==> config.mk <==
export PLATFORM = sky130hd
export DESIGN_NAME = input_vc_state_table
export DESIGN_NICKNAME = d
export VERILOG_FILES = /design/src/rtl/input_vc_state_table.sv
export SDC_FILE = /design/constraint.sdc
export NUM_CORES = 1
export LEC_CHECK = 0
export ABC_AREA = 1
export BUFFER_PORTS_ARGS = -buffer_cell sky130_fd_sc_hd__buf_2
export CORE_MARGIN = 8
export CORE_UTILIZATION = 40
export DETAILED_ROUTE_END_ITERATION = 7
export PLACE_DENSITY = 0.57
export SLEW_MARGIN = 5
export SYNTH_ARGS = -nofsm -noshare
export SYNTH_HDL_FRONTEND = slang
export SYNTH_SLANG_ARGS = --single-unit
==> constraint.sdc <==
create_clock -name clock -period 8.2 [get_ports clock]
set_input_delay 2.05 -clock clock [delete_from_list [all_inputs] [get_ports clock]]
set_output_delay 2.05 -clock clock [all_outputs]
set_load 0.02 [all_outputs]
==> src/rtl/input_vc_state_table.sv <==
// Per-input-VC packet lifecycle tracker (IDLE -> ROUTED -> ACTIVE) holding the
// routed output port and allocated output VC, with sticky protocol-violation detection.
module input_vc_state_table #(
    parameter int VC_WIDTH   = 1,
    parameter int PORT_WIDTH = 3,
    parameter int NINPUTS    = 10
) (
    input  logic                  clock,
    input  logic                  reset,
    input  logic                  route_valid,
    input  logic [NINPUTS-1:0]    route_ivc_sel,
    input  logic [PORT_WIDTH-1:0] route_oport,
    input  logic                  alloc_enable,
    input  logic [NINPUTS-1:0]    alloc_ivc_sel,
    input  logic [VC_WIDTH-1:0]   allocated_vc,
    input  logic                  send_valid,
    input  logic [NINPUTS-1:0]    send_ivc_sel,
    input  logic                  send_tail,
    input  logic [NINPUTS-1:0]    rd_ivc_sel,
    output logic [VC_WIDTH-1:0]   assigned_vc,
    output logic [PORT_WIDTH-1:0] assigned_port,
    output logic [NINPUTS-1:0]    vc_req,
    output logic [NINPUTS-1:0]    vc_active,
    output logic                  error
);

    typedef enum logic [1:0] {
        IDLE   = 2'd0,
        ROUTED = 2'd1,
        ACTIVE = 2'd2
    } vc_state_e;

    vc_state_e             state_q [NINPUTS];
    vc_state_e             state_d [NINPUTS];
    logic [PORT_WIDTH-1:0] oport_q [NINPUTS];
    logic [PORT_WIDTH-1:0] oport_d [NINPUTS];
    logic [VC_WIDTH-1:0]   ovc_q   [NINPUTS];
    logic [VC_WIDTH-1:0]   ovc_d   [NINPUTS];
    logic                  error_q;
    logic                  error_d;

    logic                  route_ok;
    logic                  alloc_ok;
    logic                  send_ok;
    logic [NINPUTS-1:0]    route_hit;
    logic [NINPUTS-1:0]    alloc_hit;
    logic [NINPUTS-1:0]    send_hit;
    logic                  violation;

    function automatic logic is_onehot(input logic [NINPUTS-1:0] v);
        int cnt;
        cnt = 0;
        for (int k = 0; k < NINPUTS; k++) begin
            if (v[k]) cnt++;
        end
        return (cnt == 1);
    endfunction

    // A malformed select drops the whole event; it only raises the error flag.
    assign route_ok  = is_onehot(route_ivc_sel);
    assign alloc_ok  = is_onehot(alloc_ivc_sel);
    assign send_ok   = is_onehot(send_ivc_sel);
    assign route_hit = (route_valid  && route_ok) ? route_ivc_sel : '0;
    assign alloc_hit = (alloc_enable && alloc_ok) ? alloc_ivc_sel : '0;
    assign send_hit  = (send_valid   && send_ok)  ? send_ivc_sel  : '0;

    always_comb begin
        violation = 1'b0;
        if (route_valid  && !route_ok) violation = 1'b1;
        if (alloc_enable && !alloc_ok) violation = 1'b1;
        if (send_valid   && !send_ok)  violation = 1'b1;

        for (int i = 0; i < NINPUTS; i++) begin
            state_d[i] = state_q[i];
            oport_d[i] = oport_q[i];
            ovc_d[i]   = ovc_q[i];
            unique case (state_q[i])
                IDLE: begin
                    if (route_hit[i]) begin
                        state_d[i] = ROUTED;
                        oport_d[i] = route_oport;
                        ovc_d[i]   = '0;
                    end
                    if (alloc_hit[i] || send_hit[i]) violation = 1'b1;
                end
                ROUTED: begin
                    if (alloc_hit[i]) begin
                        state_d[i] = ACTIVE;
                        ovc_d[i]   = allocated_vc;
                    end
                    if (route_hit[i] || send_hit[i]) violation = 1'b1;
                end
                ACTIVE: begin
                    // Tail departure frees the VC; a same-cycle route re-arms it back to back.
                    if (send_hit[i] && send_tail) begin
                        if (route_hit[i]) begin
                            state_d[i] = ROUTED;
                            oport_d[i] = route_oport;
                            ovc_d[i]   = '0;
                        end else begin
                            state_d[i] = IDLE;
                        end
                    end else if (route_hit[i]) begin
                        violation = 1'b1;
                    end
                    if (alloc_hit[i]) violation = 1'b1;
                end
                default: state_d[i] = IDLE;
            endcase
        end

        error_d = error_q | violation;
    end

    always_ff @(posedge clock) begin
        if (reset) begin
            for (int i = 0; i < NINPUTS; i++) begin
                state_q[i] <= IDLE;
                oport_q[i] <= '0;
                ovc_q[i]   <= '0;
            end
            error_q <= 1'b0;
        end else begin
            for (int i = 0; i < NINPUTS; i++) begin
                state_q[i] <= state_d[i];
                oport_q[i] <= oport_d[i];
                ovc_q[i]   <= ovc_d[i];
            end
            error_q <= error_d;
        end
    end

    // Multi-hot read selects OR the chosen entries together.
    always_comb begin
        assigned_vc   = '0;
        assigned_port = '0;
        for (int i = 0; i < NINPUTS; i++) begin
            vc_req[i]    = (state_q[i] == ROUTED);
            vc_active[i] = (state_q[i] == ACTIVE);
            if (rd_ivc_sel[i]) begin
                assigned_vc   = assigned_vc   | ovc_q[i];
                assigned_port = assigned_port | oport_q[i];
            end
        end
    end

    assign error = error_q;

endmodule

### Word-level counts from Yosys, hierarchy flattened

Memories as Yosys holds them, arrays and structs flattened.
Index checks and enable logic that the tools add are counted.
Widths: inputs -> output; s select.

* add/subtract/negate cells: 27
* multiply operators: 0
* divide/modulo/power cells: 0
* order comparisons: 0
* eq/ne operators: 23
* shift operators: 0
* multiplexer cells: 269
* bitwise operators: 49
* reductions and logical operators: 49

Operators by type and width (number)
* $add 32x2->32 const B: 27
* $mux 32: 27
* $mux 3: 40
* $mux 1: 119
* $eq 32x2->1 const B: 3
* $mux 2: 40
* $pmux 1 s3: 20
* $pmux 2 s3: 10
* $pmux 3 s2: 10
* $or 1x1->1: 40
* $mux 10: 3
* $or 3x3->3: 9
* $eq 2x1->1 const B: 10
* $eq 2x2->1 const B: 10
* $logic_not 2->1: 10
* $logic_or 1x1->1: 20
* $logic_and 1x1->1: 16
* $logic_not 1->1: 3

* register bits: 1
* bits in latches: 0
* RAM bits: 60
* bits in read-only memories: 0
* input bits: 50
* output and inout port bits: 25
* word-level logic and storage cells: 421
* memories kept: 3

Memory list
* oport_q: depth 10, width 3, rd ports 10, clocked after memory_dff 0, wr ports 10, line 35 `logic [PORT_WIDTH-1:0] oport_q [NINPUTS];`
* state_q: depth 10, width 2, rd ports 10, clocked after memory_dff 0, wr ports 10, line 33 `vc_state_e state_q [NINPUTS];`
* ovc_q: depth 10, width 1, rd ports 10, clocked after memory_dff 0, wr ports 10, line 37 `logic [VC_WIDTH-1:0] ovc_q [NINPUTS];`

### Depth between registers and ports, before layout

* depth in word-level cells: 66
* gate-level depth with buffers: 44
* depth with buffers taken out: 44

### Least setup slack after synthesis

OpenSTA, ideal clock, no wires.

* kind: input port to flip-flop
* from: input port alloc_ivc_sel[0]
* to: memory ovc_q[5]
* setup time: 119 ps
* data arrival time: 7347 ps
* data required time: 8081 ps
* path slack: 734 ps
* stages: 39
* buffers on the path: 1
* cell sequence: inv_1 ha_1 inv_1 nand2_1 nand2_1 ha_1 nand2_1 nand2_1 ha_1 or2_1 nand2_1 inv_1 ha_1 nand2_1 nand2_1 ha_1 nand2_1 nand2_1 [3 not listed] ha_1 inv_1 o21ai_0 ha_1 or2_2 nor2_2 nor2_1 nor2_1 nand2_1 nor2_4 nand2_4 inv_2 buf_6 nand2_2 nor2_1 inv_1 a22oi_1 nor3_1

RTL lines
* start: declaration: line 14 `input logic [NINPUTS-1:0] alloc_ivc_sel,`
* end: declaration: line 37

==> flow_summary_export.csv <==
group,metric,value,unit
route,dr_total_vias,6349,
yosys,synth.largest_area_cell,"dfxtp_1",
clock_network,postCtsHoldBufs,0,
route,routedWlPerCell,13.2,um
layout,finalNetCount,1197,
power_and_ir_drop,p_leak,3.69,nW
run,maxCapViolCount,0,
route,wirelength,17300,um
setup_path,cp.required,8.45,ns
floorplan,die_x,139,um
clock_network,cts.repair.resized,0,
yosys,syn_area,6010,um2
setup_path,cp_slowest_stage_delay,0.34,ns
layout,n_antenna_cell,0,
grt,grt_pass1_wl,29100,um
grt,antenna_found_initial,0,
yosys,synth-compound-area-share,10.5,%
worst_hold_path,min_path_type,"reg -> reg",
yosys,synth_most_common_cell,"nand2_1",
grt,grtUsageTotal,17.9,%
floorplan,io_pins,75,
route,post-route-drc-count,0,
clock_network,cts_num_sinks,61,
yosys,synthMuxAreaShare,0,%
yosys,yosysWarningCount,0,
yosys,yosys.area_share.simple,48.9,%
timing,skew,0.00442,ns
yosys,synth_area_leaders,"dfxtp_1 20%, nand2_1 19%, inv_1 10%",
power_and_ir_drop,finalPower,0.00117,W
clock_network,clkLatencyLatePin,0.32,ns
clock_network,cts_setup_buffers,0,
power_and_ir_drop,powerDensity,171,nW/um2
clock_network,numCtsBuffers,9,
yosys,synth-xor-area-share,0.686,%
clock_network,cts_buffer_depth,2,
route,vias_per_cell,4.84,
timing,max_freq,130,MHz
yosys,synth_flop_cell,"dfxtp_1",
yosys,seq_area_frac_synth,20.3,%
outcome,outcome,"finished clean",
yosys,yosys_register_bits,61,
timing,tightest_slew,0.902,ns
clock_network,cts_root_buffer,"clkbuf_16",
grt,grt_pass1_vias,6072,
layout,final_util,46.1,%
setup_path,critPathMostFrequentCell,"nand2_1",
route,drt.antenna.violating_nets,0,
yosys,synthCells,1051,
timing,rsz0062_at_grt,"true",
timing,drv_slew,0,
clock_network,htree_num_levels,3,
yosys,synthDistinctLibCells,44,
yosys,synth_top_area_share,20.3,%
worst_hold_path,hp-start,"oport_q[3][2]",
floorplan,rows,45,
floorplan,core-area,14900,um2
timing,finalCritPeriodShare,93.9,%
route,first_iter_violations,326,
timing,tns,0,ns
yosys,synth_top_family_by_area,"simple AND/OR/NAND/NOR gates",
setup_path,critPathMaxFanout,8,
setup_path,critPathLaunch,"route_ivc_sel[0]",
yosys,synth-edff-count,0,
layout,drive_above_1_share,16.5,%
yosys,async_flop_share,0,%
power_and_ir_drop,ir_drop,0.149,mV
clock_network,cts_tree,"yes",
timing,fin_crit,7.70,ns
layout,areaGrowthSynthToFinish,14.3,%
grt,overflow,0,
place,dp_slack,-0.0445,ns
timing,finalHoldViolations,0,
grt,grt_max_degree,37,
yosys,synth-adder-area-share,5.62,%
setup_path,cp_slowest_cell,"ha_1",
layout,nFillCells,1676,
floorplan,dieArea,19200,um2
yosys,synth_common_cells,"311 x nand2_1, 165 x inv_1, 141 x nor2_1",
clock_network,clk_pin_slew_worst_paths,0.05,ns
setup_path,end_kind,"flip-flop",
setup_path,criticalPathCategory,"in -> reg",
place,gp_congestion,0.859,
route,first_pass_iters,5,
setup_path,worstPathArrival,7.95,ns
setup_path,regToRegStartpoint,"state_q[9][0]",
setup_path,startpoint_type,"primary input",
place,dp.final_hpwl,14400,um
place,port_buffers,74,
timing,finalSetupViolCount,0,
floorplan,die_h,139,um
timing,setup_slack,0.501,ns
yosys,synth.net_count,1128,
yosys,synth.avg_cell_area,5.72,um2
floorplan,initial_utilization,40.3,%
timing,slew_headroom,39.8,%
## layout make-up
type / count / area, um2 / area share [%]
Multi-Input combinational cell: 785 / 3990 / 58.0
Sequential cell: 61 / 1220 / 17.8
Inverter: 177 / 667 / 9.71
Clock buffer: 11 / 253 / 3.68
Clock inverter: 4 / 47.5 / 0.692
Timing Repair Buffer: 86 / 460 / 6.70
Tap cell: 188 / 235 / 3.42
## where the power goes
group / total, W / switching, W / internal [W]
clock network: 0.000380 / 0.000131 / 0.000249
registers: 0.000329 / 0.0000115 / 0.000317
logic: 0.000464 / 0.000300 / 0.000163
## registers in the layout (all words and copies together) (netlist names)
register	flops
state_q	20
oport_q	30
ovc_q	10
error	1
## worst max-delay path, delay by kind of cell
family | cells | cell delay [ns]
buffers and inverters | 8 | 0.55
adders and majority gates | 8 | 2.20
AOI/OAI and AO/OA | 5 | 0.64
and+or+nand+nor | 19 | 2.50
## cell usage in the layout (no fill, tap or decap), drive strengths merged, types with 11 or more instances in the layout
master / Yosys / final
ha: 27 / 27
nor3: 11 / 11
nand2: 340 / 340
nand4: 19 / 19
a21oi: 36 / 36
buf: 23 / 86
nor2: 151 / 151
nand3: 106 / 106
inv: 175 / 175
clkbuf: 5 / 11
dfxtp: 61 / 61
o21ai: 47 / 47
or2: 11 / 11
## logic make-up (layout without fill, tap and decap cells)
| family | Yosys count | count (layout) |
|---|---|---|
| AOI/OAI and AO/OA | 109 | 109 |
| xor gates and xnor gates | 3 | 3 |
| adders and majority gates | 27 | 27 |
| buffers and inverters | 205 | 278 |
| DFF | 61 | 61 |
| and+or+nand+nor | 646 | 646 |
## worst paths after layout
path                         to  slack, ns  cells past startpoint
setup / recovery       ovc_q[4]       0.50                     40
hold / removal    oport_q[3][2]       0.46                      2
setup reg to reg          error       6.44                     11
hold reg to reg   oport_q[3][2]       0.46                      2
## through the flow
stage	hold slack (ns)	cells	instance area (um2)
floorplan	0.430	1051	6010
global placement	0.452	1297	6540
detailed placement	0.454	1297	6540
CTS	0.462	1312	6840
global route	0.481	1312	6870
finish	0.461	1312	6870
## metal layers
metal	track usage, %	part of all wire (%)	routed length, um	vias up
met5	0	0	0	-
met4	4.53	1.4	242	0
met3	2.88	3.2	553	18
met2	28.8	44	7630	113
met1	24.2	51	8920	2761
li1	-	-	-	3457
Note: power is estimated with default switching activity, not from simulation.
